`src/rtl/axis_packet_fifo.sv`:
```
// rtl/axis_packet_fifo.sv - AXI-stream FIFO with tlast propagation and optional store-and-forward gating
module axis_packet_fifo #(
  parameter int DWIDTH      = 32,
  parameter int DEPTH       = 16,
  parameter int PACKET_MODE = 0
) (
  input  logic                     clk,
  input  logic                     reset_n,
  input  logic [DWIDTH-1:0]        s_data,
  input  logic                     s_valid,
  input  logic                     s_last,
  output logic                     s_ready,
  output logic [DWIDTH-1:0]        m_data,
  output logic                     m_valid,
  output logic                     m_last,
  input  logic                     m_ready,
  output logic [$clog2(DEPTH):0]   occupancy,
  output logic [$clog2(DEPTH):0]   packet_count
);

  localparam int AW = $clog2(DEPTH);
  localparam int CW = AW + 1;
  localparam logic [CW-1:0] FULL = CW'(DEPTH);

  logic [DWIDTH:0] mem [DEPTH];
  logic [AW-1:0]   wr_ptr;
  logic [AW-1:0]   rd_ptr;
  logic            in_pkt;

  logic            wr;
  logic            rd;
  logic            out_free;
  logic            from_mem;
  logic            escape;
  logic            gate_ok;
  logic            load;
  logic            bypass;
  logic [CW-1:0]   mem_cnt;
  logic [CW-1:0]   pkt_in_mem;
  logic [CW-1:0]   occ_next;
  logic [DWIDTH:0] src;

  // The output register is part of occupancy; mem_cnt/pkt_in_mem describe only the RAM behind it.
  always_comb begin
    wr         = s_valid & s_ready;
    rd         = m_valid & m_ready;
    mem_cnt    = occupancy - CW'(m_valid);
    pkt_in_mem = packet_count - CW'(m_valid & m_last);
    escape     = (occupancy == FULL) && (packet_count == '0);
    // A new packet may start only once its last word is stored or arriving now.
    gate_ok    = (PACKET_MODE == 0) || in_pkt || (pkt_in_mem != '0) || (wr && s_last) || escape;
    from_mem   = (mem_cnt != '0);
    out_free   = !m_valid || m_ready;
    load       = out_free && (from_mem || wr) && gate_ok;
    bypass     = load && !from_mem;
    src        = from_mem ? mem[rd_ptr] : {s_last, s_data};
    occ_next   = occupancy + CW'(wr) - CW'(rd);
  end

  always_ff @(posedge clk) begin
    if (wr && !bypass) begin
      mem[wr_ptr] <= {s_last, s_data};
    end
    if (load) begin
      m_data <= src[DWIDTH-1:0];
    end
  end

  always_ff @(posedge clk) begin
    if (!reset_n) begin
      wr_ptr       <= '0;
      rd_ptr       <= '0;
      occupancy    <= '0;
      packet_count <= '0;
      m_valid      <= 1'b0;
      m_last       <= 1'b0;
      s_ready      <= 1'b0;
      in_pkt       <= 1'b0;
    end else begin
      if (wr && !bypass) begin
        wr_ptr <= wr_ptr + AW'(1);
      end
      if (load && from_mem) begin
        rd_ptr <= rd_ptr + AW'(1);
      end
      if (load) begin
        m_valid <= 1'b1;
        m_last  <= src[DWIDTH];
        in_pkt  <= !src[DWIDTH];
      end else if (rd) begin
        m_valid <= 1'b0;
        m_last  <= 1'b0;
      end
      occupancy    <= occ_next;
      packet_count <= packet_count + CW'(wr && s_last) - CW'(rd && m_last);
      s_ready      <= (occ_next < FULL);
      assert (!(wr && occupancy == FULL));
      assert (!(rd && occupancy == '0));
    end
  end

endmodule

```
`config.mk`:
```
export PLATFORM = sky130hd
export DESIGN_NAME = axis_packet_fifo
export DESIGN_NICKNAME = d
export VERILOG_FILES = /design/src/rtl/axis_packet_fifo.sv
export SDC_FILE = /design/constraint.sdc
export NUM_CORES = 1
export LEC_CHECK = 0
export CAP_MARGIN = 40
export CORE_MARGIN = 3
export CORE_UTILIZATION = 50
export CTS_BUF_LIST = sky130_fd_sc_hd__clkbuf_8
export DETAILED_ROUTE_END_ITERATION = 12
export DONT_BUFFER_PORTS = 1
export PLACE_DENSITY_LB_ADDON = 0.1
export SETUP_SLACK_MARGIN = 0.1
export SYNTH_ARGS = -nofsm -noshare
export SYNTH_HDL_FRONTEND = slang
export SYNTH_SLANG_ARGS = --single-unit
export TNS_END_PERCENT = 1
```
`constraint.sdc`:
```
create_clock -name clk -period 4.77 [get_ports clk]
set_clock_uncertainty 0.2 [all_clocks]
set_input_delay 0.954 -clock clk [delete_from_list [all_inputs] [get_ports clk]]
set_output_delay 0.954 -clock clk [all_outputs]
set_load 0.01 [all_outputs]
```
==> results.py, run 1 <==
metrics = {
    "worst_setup_path": {
        "r2r.worst_path.cells": 9,
        "r2r_slack_ns": 1.58,
        "start_kind": "flip-flop",
        "cp-startpoint": "occupancy[2]",
        "path_max_fanout": 23,
        "arrival_ns": 3.32,
        "critical_path_class": "flip-flop to flip-flop",
        "reg2reg_to": "mem[3][5]",
        "critPathCapture": "mem[3][5]",
        "end_kind": "flip-flop",
        "reg2reg_from": "occupancy[2]",
        "required_ns": 4.90,
    },
    "die": {
        "die-area_um2": 47700,
        "io-pin-count": 82,
        "core_um2": 44400,
        "start_util": 0.508,
        "fp.dieW_um": 218,
        "dieHeight_um": 218,
        "rows": 77,
    },
    "drt": {
        "drcViolationCount": 0,
        "avgViaCountPerCell": 5.84,
        "dr.pass1.iters": 6,
        "wl_um": 47600,
        "wl_per_cell_um": 26.6,
        "drt-initial-drc-count": 937,
        "ant_nets": 0,
        "vias": 10400,
    },
    "synthesis": {
        "async_reset_ff_frac": 0,
        "synth_cells": 1042,
        "yosys_warnings": 0,
        "synth_area_um2": 22600,
        "syn_nets": 1099,
        "synth.distinct_cells": 36,
        "synthFlopType": "edfxtp_1",
        "synth-edff-count": 560,
        "synth_seq_cells": 585,
        "ys_seq_area_frac": 0.768,
        "syn_area_per_cell_um2": 21.7,
    },
    "placement": {
        "pre_cts_slack_ns": 1.53,
        "detailed_place_hpwl_um": 27800,
        "port-buffer-count": 0,
        "dp.cells": 1612,
        "placed_area_um2": 23600,
        "gp_congestion": 0.704,
    },
    "timing": {
        "fin_crit_ns": 3.19,
        "rsz0062_at_grt": "false",
        "holdWs_ns": 0.194,
        "final-hold-violation-count": 0,
        "slew_violations": 0,
        "min_period_over_period": 0.668,
        "tightestPinTransition_ns": 0.855,
        "fin_ws_ns": 1.58,
        "fmax_ghz": 0.314,
        "setup_tns_ns": 0,
        "finalSetupViolCount": 0,
        "slew_headroom": 0.428,
    },
    "power_and_ir_drop": {
        "pwr-share-seq": 0.484,
        "p_int_mw": 9.60,
        "power_switching_mw": 3.56,
        "clkPwrFrac": 0.305,
        "power_density_nw_per_um2": 520,
        "ir_drop_mv": 0.388,
        "comb_power_share": 0.211,
        "p_leak_nw": 8.14,
        "p_sw_frac": 0.271,
    },
    "clock_tree": {
        "cts_root_buffer": "clkbuf_8",
        "cts-buffers-inserted": 94,
        "clock_sinks": 585,
        "cts_resized": 0,
        "clockBufferDepth": 3,
        "cts_hold_buf": 0,
        "cts.reportedPaths.clkPinSlew_ns": 0.06,
        "clock_latency_ns": 0.65,
        "cts_tree": "yes",
        "ctsHtreeMaxLevel": 3,
        "cts_setup_buffers": 0,
    },
    "layout": {
        "syn2layout_area_growth_pct": 12.2,
        "fill_cells": 3284,
        "final_cell_mix": "edfxtp_1, mux4_2, clkbuf_8, a22oi_1, inv_1",
        "antenna_cells": 0,
        "nets": 1173,
        "finalNonFillerCells": 1785,
        "multi_input_area_um2": 4970,
        "layout-drive-gt1-share": 0.276,
        "layout_commonest_cell": "edfxtp_1",
        "seq_area_um2": 17300,
        "fin_area_um2": 25300,
    },
    "global_route": {
        "track_usage": 0.207,
        "grt_pass1_wl_um": 72200,
        "grt_max_degree": 54,
        "first_global_vias": 11200,
        "antenna_found_initial": 0,
        "overflow": 0,
    },
    "hold_path": {
        "min_path_type": "primary input to flip-flop",
    },
    "run_status": {
        "status": "complete, no violations",
    },
    "job": {
        "maxCapViolations": 0,
    },
}
==> routing by layer <==
| layer | wire (um) | up-vias | track usage |
|---|---|---|---|
| li1 | - | 4507 | - |
| met1 | 20200 | 5526 | 0.287 |
| met2 | 23500 | 314 | 0.332 |
| met3 | 2980 | 69 | 0.0477 |
| met4 | 901 | 0 | 0.0663 |
| met5 | 0 | - | 0 |
==> per-stage QoR <==
step / utilization / total power, mW
2_1_floorplan: - / 8.65
3_3_place_gp: 0.523 / 9.31
3_5_place_dp: 0.531 / 9.34
4_1_cts: 0.570 / 13.4
5_1_grt: 0.570 / 13.8
6_report: 0.570 / 13.2
==> cells by family after synthesis <==
group,after synthesis,share of synthesized area
AO/OA/AOI/OAI,83,0.0261
XOR/XNOR,9,0.00349
adder cells (fa/ha/maj),20,0.0118
buffers and inverters,66,0.0152
flip-flops,585,0.768
multiplexers,173,0.152
AND/OR/NAND/NOR,106,0.0241
==> cell type report <==
cell class | count | share of cell area
clock buffers | 101 | 0.0549
repair buffers | 30 | 0.0189
inverters | 14 | 0.00208
well taps | 592 | 0.0293
clock inverters | 72 | 0.0144
multi-input cells | 391 | 0.196
flip-flops and latches | 585 | 0.684
==> cell usage after synthesis (2+ instances only) <==
cell type  count  area, um2
a21o_1         2       15.0
a21oi_1        7       35.0
a22oi_1       62        465
and2_1        13       81.3
and3_1        17        106
buf_1          5       18.8
buf_2          4       20.0
buf_4          4       30.0
buf_6         10        113
clkbuf_1      29        109
dfxtp_1       25        500
edfxtp_1     560      16800
fa_1           2       40.0
ha_1          18        225
inv_1         14       52.6
mux2_2        33        372
mux2i_1        8       80.1
mux4_2       132       2970
nand2_1       43        161
nand2b_1       7       43.8
nand3_1        6       30.0
nand3b_1       2       15.0
nand4_1        3       18.8
nor2_1         4       15.0
nor2b_1        8       50.1
o21ai_0        7       35.0
xnor2_1        6       52.6
xor2_1         3       26.3
==> power by group through the flow <==
stage	sequential (mW)	clock [mW]	combinational, mW
after floorplan	6.31	0	2.34
after global placement	6.50	0	2.82
after detailed placement	6.49	0	2.84
after CTS	6.39	4.13	2.85
after global routing	6.42	4.40	3.03
final	6.38	4.02	2.77
==> state kept, by name, summed over array words and instances (netlist names), named ones only <==
name / cells
m_last: 1
m_valid: 1
mem: 528
s_ready: 1
m_data: 32
occupancy: 5
packet_count: 5
wr_ptr: 4
rd_ptr: 4
==> worst max-delay path, stage by stage (launching register included) <==
cell and delay [ns]:
dfxtp_1 0.50, inv_1 0.14, ha_1 0.21, nand4_1 0.08, nand3_1 0.15, a41oi_1 0.24, buf_4 0.23, nand2_1 0.14
nor3_4 0.67, buf_12 0.30
==> worst min path at each step <==
| stage | from | end | cells past startpoint | slack (ns) |
|---|---|---|---|---|
| 3_5_place_dp | rd_ptr[3] | rd_ptr[3] | 2 | 0.28 |
| 3_3_place_gp | rd_ptr[3] | rd_ptr[3] | 2 | 0.27 |
| 5_1_grt | s_data[13] | mem[10][13] | 0 | 0.14 |
| 2_1_floorplan | rd_ptr[3] | flip-flop | 2 | 0.26 |
| 6_report | s_data[16] | mem[3][16] | 0 | 0.19 |
| 4_1_cts | s_data[15] | mem[0][15] | 0 | 0.13 |
Note: power is estimated with default switching activity, not from simulation.
==> run 2: changes to the inputs <==
ABC_AREA = 1   (was unset)
clock period = 3.3 ns   (was 4.77 ns; I/O delays follow)
==> run 2 against run 1 <==
Sequential power grew 43%. Combinational power grew 120%. Clock-buffer cell count shrank 5. First-iteration DRC count grew 84%. Critical path depth grew 3. Sequential cell count is the same. Routed wire length grew 28%. Design area grew 5.6%. Total power grew 61%. Cell count grew 52%. Critical endpoint is now mem[7][29]. Largest power group unchanged.
==> results.py, run 2 <==
metrics = {
    "synthesis": {
        "yosysMostFrequentCell": "nand2_1",
        "async_reset_ff_frac": 0,
        "synth_top_area_share": 0.711,
        "synth_common_cells": "nand2_1, edfxtp_1, nand3_1",
        "yosys_warnings": 0,
        "syn_area_per_cell_um2": 12.0,
        "yosys.area.top_type": "edfxtp_1",
        "ys_seq_area_frac": 0.732,
        "synth_seq_cells": 585,
        "synth-edff-count": 560,
        "yosys-top-cells-area": "edfxtp_1, nand2_1, nand3_1, a21oi_1, dfxtp_1",
        "syn_nets": 2033,
        "synth.distinct_cells": 29,
        "synthFlopType": "edfxtp_1",
        "synth_area_um2": 23600,
        "synth_cells": 1976,
    },
    "power_and_ir_drop": {
        "ir_drop_mv": 0.886,
        "p_leak_nw": 9.65,
        "power_mw": 21.1,
        "power_density_nw_per_um2": 791,
    },
    "die": {
        "io-pin-count": 82,
        "die-area_um2": 49900,
        "fp.dieW_um": 223,
        "core_um2": 46700,
        "start_util": 0.507,
        "dieHeight_um": 223,
        "rows": 79,
    },
    "layout": {
        "final_core_util": 0.573,
        "layout-drive-gt1-share": 0.0954,
        "top_regs": "mem: 528 flops, m_data: 32 flops",
        "syn2layout_area_growth_pct": 13.1,
        "layout_commonest_cell": "nand2_1",
        "final_cell_mix": "nand2_1, edfxtp_1, nand3_1, a21oi_1, clkbuf_8",
        "seq_area_um2": 17300,
        "nets": 2094,
        "regMostFlops": "mem",
        "fin_area_um2": 26700,
        "multi_input_area_um2": 5710,
        "largest_register_ffs": 528,
        "fill_cells": 3856,
        "finalNonFillerCells": 2716,
    },
    "clock_tree": {
        "ctsHtreeMaxLevel": 3,
        "clock_latency_ns": 0.67,
        "cts.reportedPaths.clkPinSlew_ns": 0.06,
        "clock_sinks": 585,
        "cts_root_buffer": "clkbuf_8",
        "cts_setup_buffers": 0,
        "clockBufferDepth": 3,
        "cts-buffers-inserted": 93,
        "cts_tree": "yes",
    },
    "worst_setup_path": {
        "arrival_ns": 2.95,
        "max_stage_delay_ns": 0.42,
        "critPathBufInv": 3,
        "critical_path_class": "flip-flop to flip-flop",
        "reg2reg_from": "occupancy[1]",
        "cp-startpoint": "occupancy[1]",
        "path_max_fanout": 27,
        "cp_cell_sequence": "inv_1 > ha_1 > nand2_1 > nand2_1 > nand2_1 > nor2_2 > nand4_2 > nand2_2 > inv_2 > nand2_1 > nor2_4 > buf_12",
        "crit_family": "simple AND/OR/NAND/NOR gates",
        "cpMaxStageDelayCell": "dfxtp_1",
        "required_ns": 3.43,
        "end_kind": "flip-flop",
        "start_kind": "flip-flop",
        "crit_path_frequent_cell": "nand2_1",
    },
    "timing": {
        "fin_crit_ns": 2.82,
        "fmax_ghz": 0.355,
        "slew_violations": 0,
        "rsz0062_at_grt": "false",
        "min_period_over_period": 0.853,
        "slew_headroom": 0.438,
        "fin_ws_ns": 0.485,
        "final-hold-violation-count": 0,
        "tightestPinTransition_ns": 0.840,
        "finalSetupViolCount": 0,
    },
    "run_status": {
        "status": "complete, no violations",
    },
    "placement": {
        "gp_congestion": 0.838,
        "detailed_place_hpwl_um": 31700,
        "placed_area_um2": 24600,
        "port-buffer-count": 0,
        "dp.cells": 2514,
        "pre_cts_slack_ns": 0.517,
    },
    "drt": {
        "drt-initial-drc-count": 1728,
        "drcViolationCount": 0,
        "ant_nets": 0,
        "vias": 15300,
        "wl_um": 60900,
        "wl_per_cell_um": 22.4,
        "avgViaCountPerCell": 5.64,
        "dr.pass1.iters": 5,
    },
    "global_route": {
        "antenna_found_initial": 4,
        "track_usage": 0.246,
        "grt_pass1_wl_um": 92500,
        "overflow": 0,
        "first_global_vias": 15100,
        "grt_max_degree": 145,
    },
    "hold_path": {
        "hold_start": "s_data[12]",
        "min_path_type": "primary input to flip-flop",
    },
    "job": {
        "maxCapViolations": 0,
    },
}
==> run 2: through the flow <==
step | setup TNS (ns) | hold slack [ns]
after floorplan | -40.42 | 0.257
after global placement | 0 | 0.280
after detailed placement | 0 | 0.276
after CTS | 0 | 0.00313
after global routing | 0 | 0.0271
final | 0 | 0.0503
==> run 2: worst register-to-register path: stages (launching register included) <==
cell     delay [ns]
dfxtp_1        0.42
inv_1          0.16
ha_1           0.24
nand2_1        0.07
nand2_1        0.04
nand2_1        0.11
nor2_2         0.08
nand4_2        0.09
nand2_2        0.09
inv_2          0.14
nand2_1        0.25
nor2_4         0.30
buf_12         0.27
==> run 2: final timing paths <==
kind / to / slack, ns / cells after the start
max: mem[7][29] / 0.48 / 12
min: m_data[12] / 0.05 / 2
min reg2reg: rd_ptr[2] / 0.28 / 2
max reg2reg: mem[7][29] / 0.48 / 12
==> run 2: final cells by class <==
type,instances,area share
timing repair buffer,81,0.0354
sequential,585,0.648
clock inverter,68,0.0176
multi-input combinational,1229,0.214
clock buffer,96,0.0494
antenna,3,0.000281
inverter,47,0.00702
tap,607,0.0284
==> run 2: kinds of logic after synthesis <==
logic type | after synthesis | share of synthesized area
flip-flops | 585 | 0.732
XOR/XNOR | 6 | 0.00222
adder cells (fa/ha/maj) | 20 | 0.0112
AO/OA/AOI/OAI | 226 | 0.0519
AND/OR/NAND/NOR | 977 | 0.171
buffers and inverters | 162 | 0.0312
==> run 2: report_power, final <==
part / switching (mW) / internal, mW / total, mW
logic: 4.16 / 1.80 / 5.96
registers: 0.414 / 8.74 / 9.15
clock network: 2.78 / 3.24 / 6.02
total: 7.36 / 13.8 / 21.1
==> run 2: layer usage <==
metal | track usage | vias to the layer above | routed length, um
met2 | 0.374 | 600 | 27600
li1 | - | 7103 | -
met4 | 0.0825 | 2 | 1460
met1 | 0.352 | 7522 | 26300
met3 | 0.0588 | 97 | 5510
met5 | 0 | - | 13
==> run 2: repair_timing <==
action / in CTS / in global routing
hold buffers: 35 / 0
gates resized for setup: 0 / 0
endpoints found under the setup margin: 0 / 0
endpoints found under the hold margin: 561 / 0
